## src/rtl/controller_device.sv

```systemverilog
// rtl/controller_device.sv - device end of the serial controller bus; optional turbo via MAPACHE64_CONTROLLER_TURBO_EN
// Debounces 8 buttons, snapshots them on host latch, shifts them out active-low on host clock.
module controller_device #(
  parameter int   DEBOUNCE_CYCLES = 16,
  parameter logic FILL_BIT        = 1'b1
) (
  input  logic       clk,
  input  logic       rst,
  input  logic       clk_enable,
  input  logic [7:0] buttons_in,
  input  logic       controller_clk,
  input  logic       controller_latch,
`ifdef MAPACHE64_CONTROLLER_TURBO_EN
  input  logic [7:0] turbo_mask,
`endif
  output logic       data_B,
  output logic [7:0] buttons_debounced,
  output logic       busy
);

  localparam int CW = (DEBOUNCE_CYCLES > 1) ? $clog2(DEBOUNCE_CYCLES) : 1;
  localparam logic [CW-1:0] CNT_LAST = CW'(DEBOUNCE_CYCLES - 1);

  localparam logic [1:0] IDLE  = 2'd0;
  localparam logic [1:0] LOAD  = 2'd1;
  localparam logic [1:0] SHIFT = 2'd2;
  localparam logic [1:0] DONE  = 2'd3;

  logic [2:0]    clk_sh;
  logic [2:0]    latch_sh;
  logic          clk_rise;
  logic          latch_sync;
  logic          latch_fall;
  logic [CW-1:0] db_cnt [8];
  logic [1:0]    state;
  logic [7:0]    snapshot;
  logic [2:0]    bit_count;
  logic [7:0]    load_value;

  // Two flops to resynchronise the host lines, the third holds the previous value for edge detect
  always_ff @(posedge clk) begin
    if (!rst) begin
      clk_sh   <= '0;
      latch_sh <= '0;
    end else if (clk_enable) begin
      clk_sh   <= {clk_sh[1:0], controller_clk};
      latch_sh <= {latch_sh[1:0], controller_latch};
    end
  end

  assign clk_rise   = clk_sh[1] & ~clk_sh[2];
  assign latch_sync = latch_sh[1];
  assign latch_fall = ~latch_sh[1] & latch_sh[2];

  always_ff @(posedge clk) begin
    if (!rst) begin
      for (int i = 0; i < 8; i++) db_cnt[i] <= '0;
      buttons_debounced <= '0;
    end else if (clk_enable) begin
      for (int i = 0; i < 8; i++) begin
        if (buttons_in[i] == buttons_debounced[i]) begin
          db_cnt[i] <= '0;
        end else if (db_cnt[i] == CNT_LAST) begin
          buttons_debounced[i] <= buttons_in[i];
          db_cnt[i]            <= '0;
        end else begin
          db_cnt[i] <= db_cnt[i] + CW'(1);
        end
      end
    end
  end

`ifdef MAPACHE64_CONTROLLER_TURBO_EN
  logic [2:0] latch_cnt;

  always_ff @(posedge clk) begin
    if (!rst) begin
      latch_cnt <= '0;
    end else if (clk_enable && latch_fall) begin
      latch_cnt <= latch_cnt + 3'd1;
    end
  end

  // Turbo buttons read pressed for polls 0-3 of every 8, released for 4-7
  assign load_value = ~(buttons_debounced & ~(turbo_mask & {8{latch_cnt[2]}}));
`else
  assign load_value = ~buttons_debounced;
`endif

  always_ff @(posedge clk) begin
    if (!rst) begin
      state     <= IDLE;
      snapshot  <= 8'hFF;
      bit_count <= '0;
    end else if (clk_enable) begin
      case (state)
        IDLE: begin
          if (latch_sync) state <= LOAD;
        end
        LOAD: begin
          snapshot <= load_value;
          if (latch_fall) begin
            state     <= SHIFT;
            bit_count <= '0;
          end
        end
        SHIFT: begin
          if (latch_sync) begin
            state     <= LOAD;
            bit_count <= '0;
          end else if (clk_rise) begin
            // The fill enters at line level so the host reads FILL_BIT once the 8 buttons are out
            snapshot  <= {FILL_BIT, snapshot[7:1]};
            bit_count <= bit_count + 3'd1;
            if (bit_count == 3'd7) state <= DONE;
          end
        end
        DONE: begin
          if (latch_sync) begin
            state     <= LOAD;
            bit_count <= '0;
          end else if (clk_rise) begin
            snapshot <= {FILL_BIT, snapshot[7:1]};
          end
        end
        default: state <= IDLE;
      endcase
    end
  end

  assign data_B = snapshot[0];
  assign busy   = (state == SHIFT);

endmodule

```

## config.mk

```make
export PLATFORM = sky130hd
export DESIGN_NAME = controller_device
export DESIGN_NICKNAME = d
export VERILOG_FILES = /design/src/rtl/controller_device.sv
export SDC_FILE = /design/constraint.sdc
export NUM_CORES = 1
export LEC_CHECK = 0
export ABC_AREA = 0
export CORE_ASPECT_RATIO = 1.2
export CORE_MARGIN = 1
export CORE_UTILIZATION = 55
export CTS_BUF_LIST = sky130_fd_sc_hd__clkbuf_2 sky130_fd_sc_hd__clkbuf_4 sky130_fd_sc_hd__clkbuf_8
export CTS_CLUSTER_DIAMETER = 120
export DETAILED_ROUTE_END_ITERATION = 6
export PLACE_DENSITY = 0.88
export SLEW_MARGIN = 30
export SYNTH_ARGS = -nofsm -noshare
export SYNTH_HDL_FRONTEND = slang
export SYNTH_SLANG_ARGS = --single-unit
```

## constraint.sdc

```tcl
create_clock -name clk -period 2.4 [get_ports clk]
set_input_delay 0.48 -clock clk [delete_from_list [all_inputs] [get_ports clk]]
set_output_delay 0.48 -clock clk [all_outputs]
set_load 0.02 [all_outputs]
```

==> impl_metrics.toml <==
[outcome]
outcome = "completed"

[drt]
ant_nets = 0
avgRoutedWirePerCell_um = 14.4
viasPerCell = 5.44
drt_first_pass_iters = 4
drc = 0
wirelength_um = 5240
drt_iter0_markers = 155
vias = 1981

[placed_design]
portBuffers = 22
place.gp.congestion = 0.741
pre_cts_ws_ps = 291
placed_area_um2 = 3190
hpwl_um = 3560

[synthesis]
yosysTopAreaCell = "edfxtp_1"
ys.flop_type = "edfxtp_1"
synth-edff-count = 32
synth_area_leaders = "edfxtp_1, dfxtp_1, mux2i_1"
synth_seq_cells = 59
ys_types = 36
async_reset_ff_share_pct = 0
syn_inst = 269
synth_common_cells = "edfxtp_1, nor2_1, dfxtp_1, nand2_1, mux2i_1"
netlist.area_leader.share_pct = 33.1
syn_nets = 296
yosys_warnings = 0
netlist_area_um2 = 2900
yosysMostFrequentCell = "edfxtp_1"
postSynthAreaPerCell_um2 = 10.8
ys_seq_area_share_pct = 51.7

[clock_tree]
cts_tree = "built"
cts_resized = 0
cts_max_path_buffers = 2
holdBufCountCts = 0
htree_levels = 3
cts.sinks = 59
clk_pin_slew_worst_paths_ps = 60
cts_buffers = 9
cts_setup_buffers = 0
clock_latency_ps = 340
cts-root-buf = "clkbuf_8"

[sta]
setup_viol = 0
clock.fmax_mhz = 474
drv_slew = 0
fin_crit_ps = 2110
skew_ps = 9.39
rsz0062_at_grt = "no"
worst-slew-pin-transition_ps = 591
slew_headroom_pct = 60.5
whs_ps = 470
hold_viol = 0
fin_crit_sh_pct = 87.9
layout_setup_ws_ps = 290
setup-tns-final_ps = 0

[die]
dieArea_um2 = 5580
die_x_um = 68.3
io_pins = 23
start_util_pct = 58.0
fp.coreArea_um2 = 5010
fp-row-count = 28
fp.dieH_um = 81.6

[grt]
antenna_found_initial = 0
grt_util_all_layers_pct = 21.9
grt_first_pass_wirelength_um = 8690
grt_pass1_vias = 1990
grt_overflow = 0
grt_max_degree = 32

[final_layout]
diodes = 0
area_growth_pct = 16.2
fin_area_um2 = 3370
fillers = 405
drive_gt1_share_pct = 11.2
nets = 326

[power_and_ir_drop]
ir_drop_v = 0.000435
intPower_uw = 1760
p_sw_uw = 627
swShare_pct = 26.3
p_total_uw = 2390
power_density_nw_per_um2 = 707
power.clock.fraction_pct = 34.3
comb_power_share_pct = 15.3
seqPwrFrac_pct = 50.4
p_leak_uw = 0.00140

[critical_path]
cpPeakStageDelay_ps = 630
crit_slowest_cell = "clkdlybuf4s50_1"
worstSetupEndpointType = "output pin"
path_cells = "ha_1 > clkdlybuf4s50_1"
startpoint_type = "flip-flop"
required_ps = 1920
path_class = "reg2out"
crit_fanout = 5
crit_arrival_ps = 1630

[min_path]
hold_class = "reg2reg"

[run]
maxCapViolCount = 0
==> metal layers <==
metal / track usage (%) / vias up / part of all wire [%]
met4: 8.33 / 0 / 1.5
met3: 7.08 / 9 / 4.5
met1: 24.3 / 932 / 43
li1: - / 1002 / -
met2: 38.3 / 38 / 51
met5: 0 / - / 0
==> final timing paths <==
check                           cells after the start         start      endpoint  slack (ps)
worst max-delay path                                2      state[1]          busy         290
worst min-delay path                                2  bit_count[1]  bit_count[1]         470
worst max register to register                      6      state[1]   snapshot[7]         590
worst min register to register                      2  bit_count[1]  bit_count[1]         470
==> logic make-up (layout without fill, tap and decap cells) <==
| kind of cell | count (synthesis) | after routing | synth area share, % |
|---|---|---|---|
| flops | 59 | 59 | 51.7 |
| fa+ha+maj | 14 | 14 | 6.03 |
| simple gates | 106 | 106 | 18.1 |
| xor+xnor | 23 | 23 | 6.94 |
| compound gates | 30 | 30 | 8.14 |
| buf+inv | 19 | 54 | 2.89 |
| mux | 18 | 18 | 6.20 |
==> critical path: cells and delay by family, from the launching register on <==
family     cells  cell delay (ps)
flops          1              410
buf+inv        1              630
fa+ha+maj      1              260
==> layout make-up <==
class / instances / area [µm²] / area share, %
flip-flops and latches: 59 / 1500 / 44.5
multi-input cells: 191 / 1320 / 39.1
repair buffers: 27 / 258 / 7.64
clock buffers: 13 / 166 / 4.93
well taps: 60 / 75.1 / 2.22
inverters: 11 / 41.3 / 1.22
clock inverters: 3 / 13.8 / 0.408
==> registers in the layout, indices dropped and copies added, names as in the netlist <==
register	count
bit_count	3
buttons_debounced	8
state	2
snapshot	8
db_cnt	32
clk_sh	3
latch_sh	3
==> through the flow <==
step	instances	utilization [%]
after floorplan	269	-
after global placement	348	63.8
after detailed placement	348	63.8
after CTS	364	67.4
after global routing	364	67.4
final	364	67.4
==> layout by cell type, fill, tap and decap left out, types with 5 or more instances in the layout <==
cell type	count
o21ai_0	7
nand3_1	10
xor2_1	15
mux2i_1	18
clkdlybuf4s50_1	22
a31o_2	7
nor2_1	30
nand4_1	8
clkbuf_8	11
nor2b_1	17
edfxtp_1	32
nand2b_1	6
ha_1	14
xnor2_1	8
o211ai_1	6
inv_1	11
dfxtp_1	27
buf_4	5
nand2_1	26
==> power groups by stage <==
| stage | Clock (µW) | Sequential [µW] | Combinational [µW] |
|---|---|---|---|
| after global routing | 882 | 1210 | 410 |
| after global placement | 0 | 1220 | 355 |
| after CTS | 836 | 1200 | 366 |
| after detailed placement | 0 | 1220 | 363 |
| final | 818 | 1200 | 364 |
| after floorplan | 0 | 1210 | 271 |
No activity file was read; power rests on OpenSTA's default activity.
